File: src/rtl/branch_predictor_pkg.sv
// Shared types and constants for the BTB branch predictor.
package bp_pkg;

  // 2-bit saturating counter encoding; the MSB is the taken prediction.
  localparam logic [1:0] CNT_SNT = 2'b00;
  localparam logic [1:0] CNT_WNT = 2'b01;
  localparam logic [1:0] CNT_WT  = 2'b10;
  localparam logic [1:0] CNT_ST  = 2'b11;

  // A freshly allocated branch starts weakly taken.
  localparam logic [1:0] CNT_ALLOC = CNT_WT;

  // Entries are sized for the widest supported PC. Narrower configurations
  // keep the unused upper tag/target bits at zero, so they are constant flops.
  localparam int BP_MAX_ADDR_W = 16;

  typedef struct packed {
    logic                     valid;
    logic [BP_MAX_ADDR_W-1:0] tag;
    logic [1:0]               cnt;
    logic [BP_MAX_ADDR_W-1:0] target;
  } bp_entry_t;

  localparam bp_entry_t BP_ENTRY_RST = '{
    valid:  1'b0,
    tag:    '0,
    cnt:    CNT_WNT,
    target: '0
  };

endpackage

File: src/rtl/branch_predictor_if.sv
// Lookup and training signals between fetch/decode and the branch predictor.
interface branch_predictor_if #(
  parameter int ADDR_W = 16
);

  logic [ADDR_W-1:0] PC_curr;
  logic              predict_taken;
  logic              btb_hit;
  logic [ADDR_W-1:0] PC_predict;

  logic              update;
  logic [ADDR_W-1:0] PC_update;
  logic              actual_taken;
  logic [ADDR_W-1:0] actual_target;

  // Pipeline side: drives the lookup PC and the resolved branch outcome.
  modport master (
    output PC_curr, update, PC_update, actual_taken, actual_target,
    input  predict_taken, btb_hit, PC_predict
  );

  // Predictor side.
  modport slave (
    input  PC_curr, update, PC_update, actual_taken, actual_target,
    output predict_taken, btb_hit, PC_predict
  );

endinterface

File: src/rtl/CLA_16bit.sv
// 16-bit carry-lookahead adder: four 4-bit lookahead groups with a
// lookahead carry unit across the groups. Carries are fully expanded so
// no carry signal depends on another bit of the same vector.
module CLA_16bit (
  input  logic [15:0] a,
  input  logic [15:0] b,
  input  logic        cin,
  output logic [15:0] sum,
  output logic        cout
);

  logic [15:0] g;
  logic [15:0] p;
  logic [3:0]  gg;
  logic [3:0]  gp;
  logic [4:0]  cg;

  assign g = a & b;
  assign p = a ^ b;

  for (genvar j = 0; j < 4; j++) begin : g_grp
    logic c1, c2, c3;

    assign gp[j] = &p[4*j +: 4];
    assign gg[j] = g[4*j+3]
                 | (p[4*j+3] & g[4*j+2])
                 | (p[4*j+3] & p[4*j+2] & g[4*j+1])
                 | (p[4*j+3] & p[4*j+2] & p[4*j+1] & g[4*j]);

    assign c1 = g[4*j] | (p[4*j] & cg[j]);
    assign c2 = g[4*j+1] | (p[4*j+1] & g[4*j])
              | (p[4*j+1] & p[4*j] & cg[j]);
    assign c3 = g[4*j+2] | (p[4*j+2] & g[4*j+1])
              | (p[4*j+2] & p[4*j+1] & g[4*j])
              | (p[4*j+2] & p[4*j+1] & p[4*j] & cg[j]);

    assign sum[4*j +: 4] = p[4*j +: 4] ^ {c3, c2, c1, cg[j]};
  end

  assign cg[0] = cin;
  assign cg[1] = gg[0] | (gp[0] & cin);
  assign cg[2] = gg[1] | (gp[1] & gg[0]) | (gp[1] & gp[0] & cin);
  assign cg[3] = gg[2] | (gp[2] & gg[1]) | (gp[2] & gp[1] & gg[0])
               | (gp[2] & gp[1] & gp[0] & cin);
  assign cg[4] = gg[3] | (gp[3] & gg[2]) | (gp[3] & gp[2] & gg[1])
               | (gp[3] & gp[2] & gp[1] & gg[0])
               | (gp[3] & gp[2] & gp[1] & gp[0] & cin);
  assign cout  = cg[4];

endmodule

File: src/rtl/sat_counter2.sv
// Next-state logic for a 2-bit saturating up/down counter.
module sat_counter2
  import bp_pkg::*;
(
  input  logic [1:0] cnt,
  input  logic       inc,
  output logic [1:0] cnt_next
);

  // Step toward strong taken on inc, toward strong not-taken otherwise; hold at the ends.
  always_comb begin
    cnt_next = cnt;
    if (inc) begin
      if (cnt != CNT_ST) cnt_next = cnt + 2'd1;
    end else begin
      if (cnt != CNT_SNT) cnt_next = cnt - 2'd1;
    end
  end

endmodule

File: src/rtl/branch_predictor.sv
// Direct-mapped BTB with a 2-bit saturating counter per entry.
// Lookup is combinational from PC_curr; training writes at most one entry
// per clock and is seen by lookup from the following cycle (no bypass).
module branch_predictor
  import bp_pkg::*;
#(
  parameter int ADDR_W  = 16,
  parameter int ENTRIES = 16
) (
  input  logic               clk,
  input  logic               rst,
  branch_predictor_if.slave  bp
);

  localparam int IDX_W = $clog2(ENTRIES);
  localparam int TAG_W = ADDR_W - IDX_W - 1;

  bp_entry_t entry_q [ENTRIES];
  bp_entry_t entry_d [ENTRIES];

  // Lookup path
  logic [IDX_W-1:0]  lk_idx;
  logic [TAG_W-1:0]  lk_tag;
  bp_entry_t         lk_entry;
  logic              lk_hit;
  logic              lk_taken;
  logic [ADDR_W-1:0] pc_plus2;

  assign lk_idx   = bp.PC_curr[IDX_W:1];
  assign lk_tag   = bp.PC_curr[ADDR_W-1:IDX_W+1];
  assign lk_entry = entry_q[lk_idx];
  assign lk_hit   = lk_entry.valid & (lk_entry.tag == BP_MAX_ADDR_W'(lk_tag));
  assign lk_taken = lk_hit & lk_entry.cnt[1];

  // Sequential fall-through PC; the adder wraps modulo 2^ADDR_W.
  if (ADDR_W == 16) begin : g_cla
    logic unused_cla_cout;
    CLA_16bit u_pc_inc (
      .a    (bp.PC_curr),
      .b    (16'd2),
      .cin  (1'b0),
      .sum  (pc_plus2),
      .cout (unused_cla_cout)
    );
  end else begin : g_add
    assign pc_plus2 = bp.PC_curr + ADDR_W'(2);
  end

  assign bp.btb_hit       = lk_hit;
  assign bp.predict_taken = lk_taken;
  assign bp.PC_predict    = lk_taken ? lk_entry.target[ADDR_W-1:0] : pc_plus2;

  // Training path
  logic [IDX_W-1:0] up_idx;
  logic [TAG_W-1:0] up_tag;
  bp_entry_t        up_entry;
  logic             up_hit;
  logic [1:0]       up_cnt_next;
  logic             unused_upd_lsb;

  assign up_idx         = bp.PC_update[IDX_W:1];
  assign up_tag         = bp.PC_update[ADDR_W-1:IDX_W+1];
  assign up_entry       = entry_q[up_idx];
  assign up_hit         = up_entry.valid & (up_entry.tag == BP_MAX_ADDR_W'(up_tag));
  assign unused_upd_lsb = bp.PC_update[0];

  sat_counter2 u_cnt (
    .cnt      (up_entry.cnt),
    .inc      (bp.actual_taken),
    .cnt_next (up_cnt_next)
  );

  // Next table state: train a hit, allocate on a taken miss, ignore a not-taken miss.
  always_comb begin
    entry_d = entry_q;
    if (bp.update) begin
      if (up_hit) begin
        entry_d[up_idx].cnt = up_cnt_next;
        if (bp.actual_taken) begin
          entry_d[up_idx].target = BP_MAX_ADDR_W'(bp.actual_target);
        end
      end else if (bp.actual_taken) begin
        entry_d[up_idx] = '{
          valid:  1'b1,
          tag:    BP_MAX_ADDR_W'(up_tag),
          cnt:    CNT_ALLOC,
          target: BP_MAX_ADDR_W'(bp.actual_target)
        };
      end
    end
  end

  // Table storage; reset clears every entry and drops any same-cycle update.
  always_ff @(posedge clk) begin
    if (rst) begin
      for (int i = 0; i < ENTRIES; i++) begin
        entry_q[i] <= BP_ENTRY_RST;
      end
    end else begin
      entry_q <= entry_d;
    end
  end

endmodule

File: src/flat_wrapper.sv
// flat-port wrapper written by rule: the top's interface ports become plain ports
module branch_predictor_flat import bp_pkg::*;
#(
  parameter int ADDR_W  = 16,
  parameter int ENTRIES = 16
)
  (clk, rst, bp_PC_curr, bp_update, bp_PC_update, bp_actual_taken, bp_actual_target, bp_predict_taken, bp_btb_hit, bp_PC_predict);
  branch_predictor_if #(.ADDR_W(ADDR_W)) bp_i ();
  input  logic clk;
  input  logic rst;
  input wire logic [$bits(bp_i.PC_curr)-1:0] bp_PC_curr;
  input wire logic [$bits(bp_i.update)-1:0] bp_update;
  input wire logic [$bits(bp_i.PC_update)-1:0] bp_PC_update;
  input wire logic [$bits(bp_i.actual_taken)-1:0] bp_actual_taken;
  input wire logic [$bits(bp_i.actual_target)-1:0] bp_actual_target;
  output wire logic [$bits(bp_i.predict_taken)-1:0] bp_predict_taken;
  output wire logic [$bits(bp_i.btb_hit)-1:0] bp_btb_hit;
  output wire logic [$bits(bp_i.PC_predict)-1:0] bp_PC_predict;
  assign bp_i.PC_curr = bp_PC_curr;
  assign bp_i.update = bp_update;
  assign bp_i.PC_update = bp_PC_update;
  assign bp_i.actual_taken = bp_actual_taken;
  assign bp_i.actual_target = bp_actual_target;
  assign bp_predict_taken = bp_i.predict_taken;
  assign bp_btb_hit = bp_i.btb_hit;
  assign bp_PC_predict = bp_i.PC_predict;
  branch_predictor #(.ADDR_W(ADDR_W), .ENTRIES(ENTRIES)) u_core (.clk(clk), .rst(rst), .bp(bp_i));
endmodule
File: config.mk
export PLATFORM = sky130hd
export DESIGN_NAME = branch_predictor_flat
export DESIGN_NICKNAME = d
export VERILOG_FILES = /design/src/rtl/branch_predictor_pkg.sv /design/src/rtl/branch_predictor_if.sv /design/src/rtl/CLA_16bit.sv /design/src/rtl/sat_counter2.sv /design/src/rtl/branch_predictor.sv /design/src/flat_wrapper.sv
export SDC_FILE = /design/constraint.sdc
export NUM_CORES = 1
export LEC_CHECK = 0
export ABC_AREA = 1
export BUFFER_PORTS_ARGS = -buffer_cell sky130_fd_sc_hd__buf_2
export CORE_ASPECT_RATIO = 0.6
export CORE_MARGIN = 4
export CORE_UTILIZATION = 30
export CTS_BUF_LIST = sky130_fd_sc_hd__clkbuf_8 sky130_fd_sc_hd__clkbuf_16
export DETAILED_ROUTE_END_ITERATION = 6
export GPL_ROUTABILITY_DRIVEN = 0
export GPL_TIMING_DRIVEN = 0
export PLACE_DENSITY = 0.5
export RECOVER_POWER = 25
export SLEW_MARGIN = 10
export SYNTH_ARGS = -nofsm -noshare
export SYNTH_HDL_FRONTEND = slang
export SYNTH_HIERARCHICAL = 1
export SYNTH_SLANG_ARGS = --single-unit
File: constraint.sdc
create_clock -name clk -period 4.45 [get_ports clk]
set_input_delay 0.89 -clock clk [delete_from_list [all_inputs] [get_ports clk]]
set_output_delay 0.89 -clock clk [all_outputs]
set_load 0.05 [all_outputs]
## Word level (Yosys, flattened, before mapping)

Index checks and enable logic that the tools add are counted.

- Output and inout port bits: 18
- Bits of input ports: 52
- Word-level logic and storage cells: 134
- Register bits after elaboration: 560

- Reduce and logical (&&, ||, !) cells: 6
- Add/sub/neg operators: 2
- Bitwise logic cells: 34
- Magnitude comparators: 3
- Multiplexer cells: 22
- Equality and inequality tests: 3

Operators with widths:

| operator | count |
|---|---|
| bitwise mux 560 bit | 3 |
| 2-to-1 mux 560 bit | 3 |
| demux 35 bit (select 4 bit) | 3 |
| binary-select mux 35 bit (select 4 bit) | 2 |
| 2-to-1 mux 35 bit | 5 |
| == test 16 x 11 -> 1 bit | 2 |
| 2-to-1 mux 16 bit | 2 |
| AND 1 bit | 27 |
| 2-to-1 mux 18 bit | 1 |
| bitwise XOR 4 bit | 4 |
| greater-or-equal comparator 5 bit, second input constant | 2 |
| inverter 4 -> 5 bit | 2 |
| AND reduction 4 bit | 2 |
| 2-to-1 mux 2 bit | 3 |
| less-than comparator 5 x 1 -> 1 bit, second input constant | 1 |
| nonzero test 2 bit | 2 |
| adder 2 x 1 -> 2 bit, second input constant | 1 |
| != test 2 bit, second input constant | 1 |
| AND reduction 2 bit | 1 |
| subtractor 2 x 1 -> 2 bit, second input constant | 1 |
| logical AND 1 bit | 1 |
| inverter 1 bit | 1 |

## Depth between registers and ports, before layout

- Depth in word-level cells: 11
- Mapped depth: 22
- Gate-level depth less buffers: 18

## Modules after synthesis

Netlist, hierarchy kept.

Modules (own cells, without submodules):

| module | cells each | times used | area each (µm²) | seq. area each (µm²) |
|---|---|---|---|---|
| branch_predictor | 3625 | 1 | 23936.7 | 9609.2 |
| CLA_16bit | 118 | 1 | 749.5 | 0.0 |
| sat_counter2 | 6 | 1 | 25.0 | 0.0 |

## Worst setup path after synthesis

Ideal clock, no wire load.

- Path kind: input to output
- From: in bp_PC_curr[1]
- To: out bp_PC_predict[13]
- Required time: 3.560 ns
- Arrival: 3.041 ns
- Stages: 15
- Buffers on the path: 4
- Slack: 0.519 ns
- Path through: buf_2 > buf_4 > buf_4 > o211ai_1 > nand3_1 > nand3_1 > nand2_1 > xnor2_1 > nand2_1 > nor3_2 > nand3_2 > buf_6 > nand2_1 > nand2_1 > inv_1

- Cells in the longest elaborated chain, start to end: 8
- Elaborated cells on any way between the ends: 12
- Those cells by class: eq/ne (1); mux (4); bitwise (7)

Ends and longest elaborated chain:

| item | line | RTL |
|---|---|---|
| start: declaration | flat_wrapper.sv:11 | `input wire logic [$bits(bp_i.PC_curr)-1:0] bp_PC_curr;` |
| inverter 4 -> 5 bit (implied by the code) | branch_predictor.sv:31 | `assign lk_entry = entry_q[lk_idx];` |
| binary-select mux 35 bit (select 4 bit) | branch_predictor.sv:31 |  |
| 2-to-1 mux 35 bit (implied by the code) (2 in series) | branch_predictor.sv:31 |  |
| == test 16 x 11 -> 1 bit | branch_predictor.sv:32 | `assign lk_hit = lk_entry.valid & (lk_entry.tag == BP_MAX_ADDR_W'(lk_tag));` |
| AND 1 bit | branch_predictor.sv:32 |  |
| AND 1 bit | branch_predictor.sv:33 | `assign lk_taken = lk_hit & lk_entry.cnt[1];` |
| 2-to-1 mux 16 bit (*) | branch_predictor.sv:51 | `assign bp.PC_predict = lk_taken ? lk_entry.target[ADDR_W-1:0] : pc_plus2;` |
| end: declaration | flat_wrapper.sv:18 | `output wire logic [$bits(bp_i.PC_predict)-1:0] bp_PC_predict;` |

Every way passes the cells marked *; elsewhere a longest branch is shown, timed or not. The select of a mux whose other input is x is not followed.

## Worst setup path after layout

- From: in bp_PC_curr[3]
- To: out bp_PC_predict[0]

- Cells in the longest elaborated chain, start to end: 8

Ends and longest elaborated chain:

| item | line |
|---|---|
| inverter 4 -> 5 bit (implied by the code) (*) | branch_predictor.sv:31 |
| binary-select mux 35 bit (select 4 bit) (*) | branch_predictor.sv:31 |
| 2-to-1 mux 35 bit (implied by the code) (*) (2 in series) | branch_predictor.sv:31 |
| == test 16 x 11 -> 1 bit | branch_predictor.sv:32 |
| AND 1 bit | branch_predictor.sv:32 |
| AND 1 bit | branch_predictor.sv:33 |
| 2-to-1 mux 16 bit (*) | branch_predictor.sv:51 |

Marked as above.

==> metrics.txt <==
run status=finished, violations left; failing checks=design-rule violations, negative setup slack; reg-to-reg startpoint=u_core/entry_q[166]; peak supply drop=slightly below 0.3 mV; critical path data required time=3.56 ns; Clock Root Buffer=clkbuf_16; final wirelength=between 100000 and 150000 microns; Reg2Reg Capture Point=u_core/entry_q[268]; Remaining Overflow, GRT=0; Total Routing Usage GR=approximately 29%; CTS Buf Count=49; fin area=a little under 30000 sq um; PwrDens=352.7 nW/um^2; Yosys Warn Count=6; CP Class=in -> out; CTS tree=built; FF-to-FF setup slack=1.09 ns; DP Wirelength=around 100000 microns; final setup vio count=10; Nets=roughly 4.0k; Max-cap violations=0; H-tree depth=2; largest net degree at the start of global routing=15; IO Count=70; CTS Hold Bufs=0; R2R cell count=16; Startpoint Class=input port; f_max=between 200 and 250 MHz; Worst Setup EP=bp_PC_predict[0]; Largest regs=u_core/entry_q: 480 flops; Clock Latency Late Sink=0.65 ns; area grow syn2layout=18.97%; Pleak=between 10 and 15 nW; final hold vios=0; Die H=230.3 microns; ratio of cells with drive above 1 in the final layout=11.05%; Die X=378.4 microns; CP max FO=10; hold slack=roughly 0.45 ns; Mapped Area=approximately 25000 sq um; Via-to-Cell Ratio=roughly 5.6; fin crit period=approximately 4.5 ns; DRT iter0 DRCs=4918; fillers=8936; FP Rows=81; vias=28.10k; max reg flops=480; Starting Density=between 30% and 40%; CP arrival=~3.7 ns; slew margin rel.=21.62%; ANT nets after route=0; Hold Path Class=reg -> reg; commonest non-fill, non-tap cells in the layout=nand2_1, a21oi_1, o21ai_0, dfxtp_1, nor2_1; number of port buffers=65; clk slew on worst S/H paths=0.06 ns; Biggest register=u_core/entry_q; most common cell after layout, fill and taps aside=nand2_1; initial antenna violation count=11; Crit. Startpoint=bp_PC_curr[3]; Die Area=87140 sq um; Worst Tran Pin Value=1.176 ns; CORE AREA=slightly above 80000 sq um; clk_skew=0.03807 ns; first-pass GRT wire length=~180000 microns; Avg Cell Area, Syn=6.594 sq um; vias in the first global route=around 25k; Syn Inst Count=3746; drt pass-1 iters=7; Layout Utilization=36.06%; drc violations=8; maximum root-to-sink buffer count=3; Max Transition Viols Final=0; Tcrit/Tclk final=102.1%; per-cell routed wire length=25.88 microns; worst setup margin=-0.09537 ns; Num Clock Sinks=480; DP Area=roughly 26000 sq um; Worst Setup End Kind=primary output
==> layer usage <==
| metal | track usage [%] | vias to the layer above | share of wire, % |
|---|---|---|---|
| met2 | 33.00 | 2016 | 33 |
| met4 | 4.995 | 2 | 1.6 |
| met3 | 13.78 | 188 | 18 |
| li1 | - | 12625 | - |
| met5 | 0 | - | 0.0085 |
| met1 | 45.66 | 13268 | 47 |
==> stage by stage <==
stage	setup slack, ns	cells	power [mW]	TNS, ns
4_1_cts	-0.03706	5001	10.22	-0.09109
3_5_place_dp	-1.829	4910	5.929	-27.14
5_1_grt	-0.01187	5007	10.63	-0.02321
3_3_place_gp	-1.814	4910	5.929	-27.03
6_report	-0.09537	5010	10.36	-0.4036
2_1_floorplan	0.5188	3766	5.283	0
==> worst max-delay path, cell delays in order <==
cell	delay, ns
buf_2	0.16
buf_4	0.29
clkbuf_4	0.40
clkbuf_4	0.40
clkbuf_4	0.39
o211ai_1	0.23
a31oi_4	0.31
nand4_1	0.20
nand2_1	0.13
inv_1	0.04
buf_4	0.18
==> cell type report <==
type	instances	area (sq um)	share of cell area, %
diodes	4	10.01	0.03406
repair buffers	73	544.3	1.852
flip-flops and latches	480	9609	32.70
plain buffers	299	1884	6.413
well taps	1079	1350	4.594
inverters	374	1414	4.812
clock inverters	26	192.7	0.6557
clock buffers	61	1391	4.735
multi-input cells	2614	12990	44.20
==> how the worst min path moves through the flow <==
stage,start,endpoint,depth (start not counted),slack [ns]
after global placement,u_core/entry_q[70],u_core/entry_q[70],2,0.44
final,u_core/entry_q[43],u_core/entry_q[43],2,0.45
after global routing,u_core/entry_q[429],u_core/entry_q[429],2,0.47
after CTS,u_core/entry_q[427],u_core/entry_q[427],2,0.45
after floorplan,u_core/entry_q[191],u_core/entry_q[191],2,0.43
after detailed placement,u_core/entry_q[427],u_core/entry_q[427],2,0.44
==> power by group <==
part | leakage (nW) | internal, mW | switching [mW]
registers | 3.88 | 4.35 | 0.0291
clock network | 0.834 | 2.27 | 1.98
logic | 7.08 | 0.452 | 1.28
total | 11.8 | 7.08 | 3.29
==> timing repair <==
action,CTS,global route
gates cloned,1,4
pin swaps,14,34
setup buffers,3,1
setup endpoints to repair,18,18
gates resized for setup,267,158
Note: power is estimated with default switching activity, not from simulation.
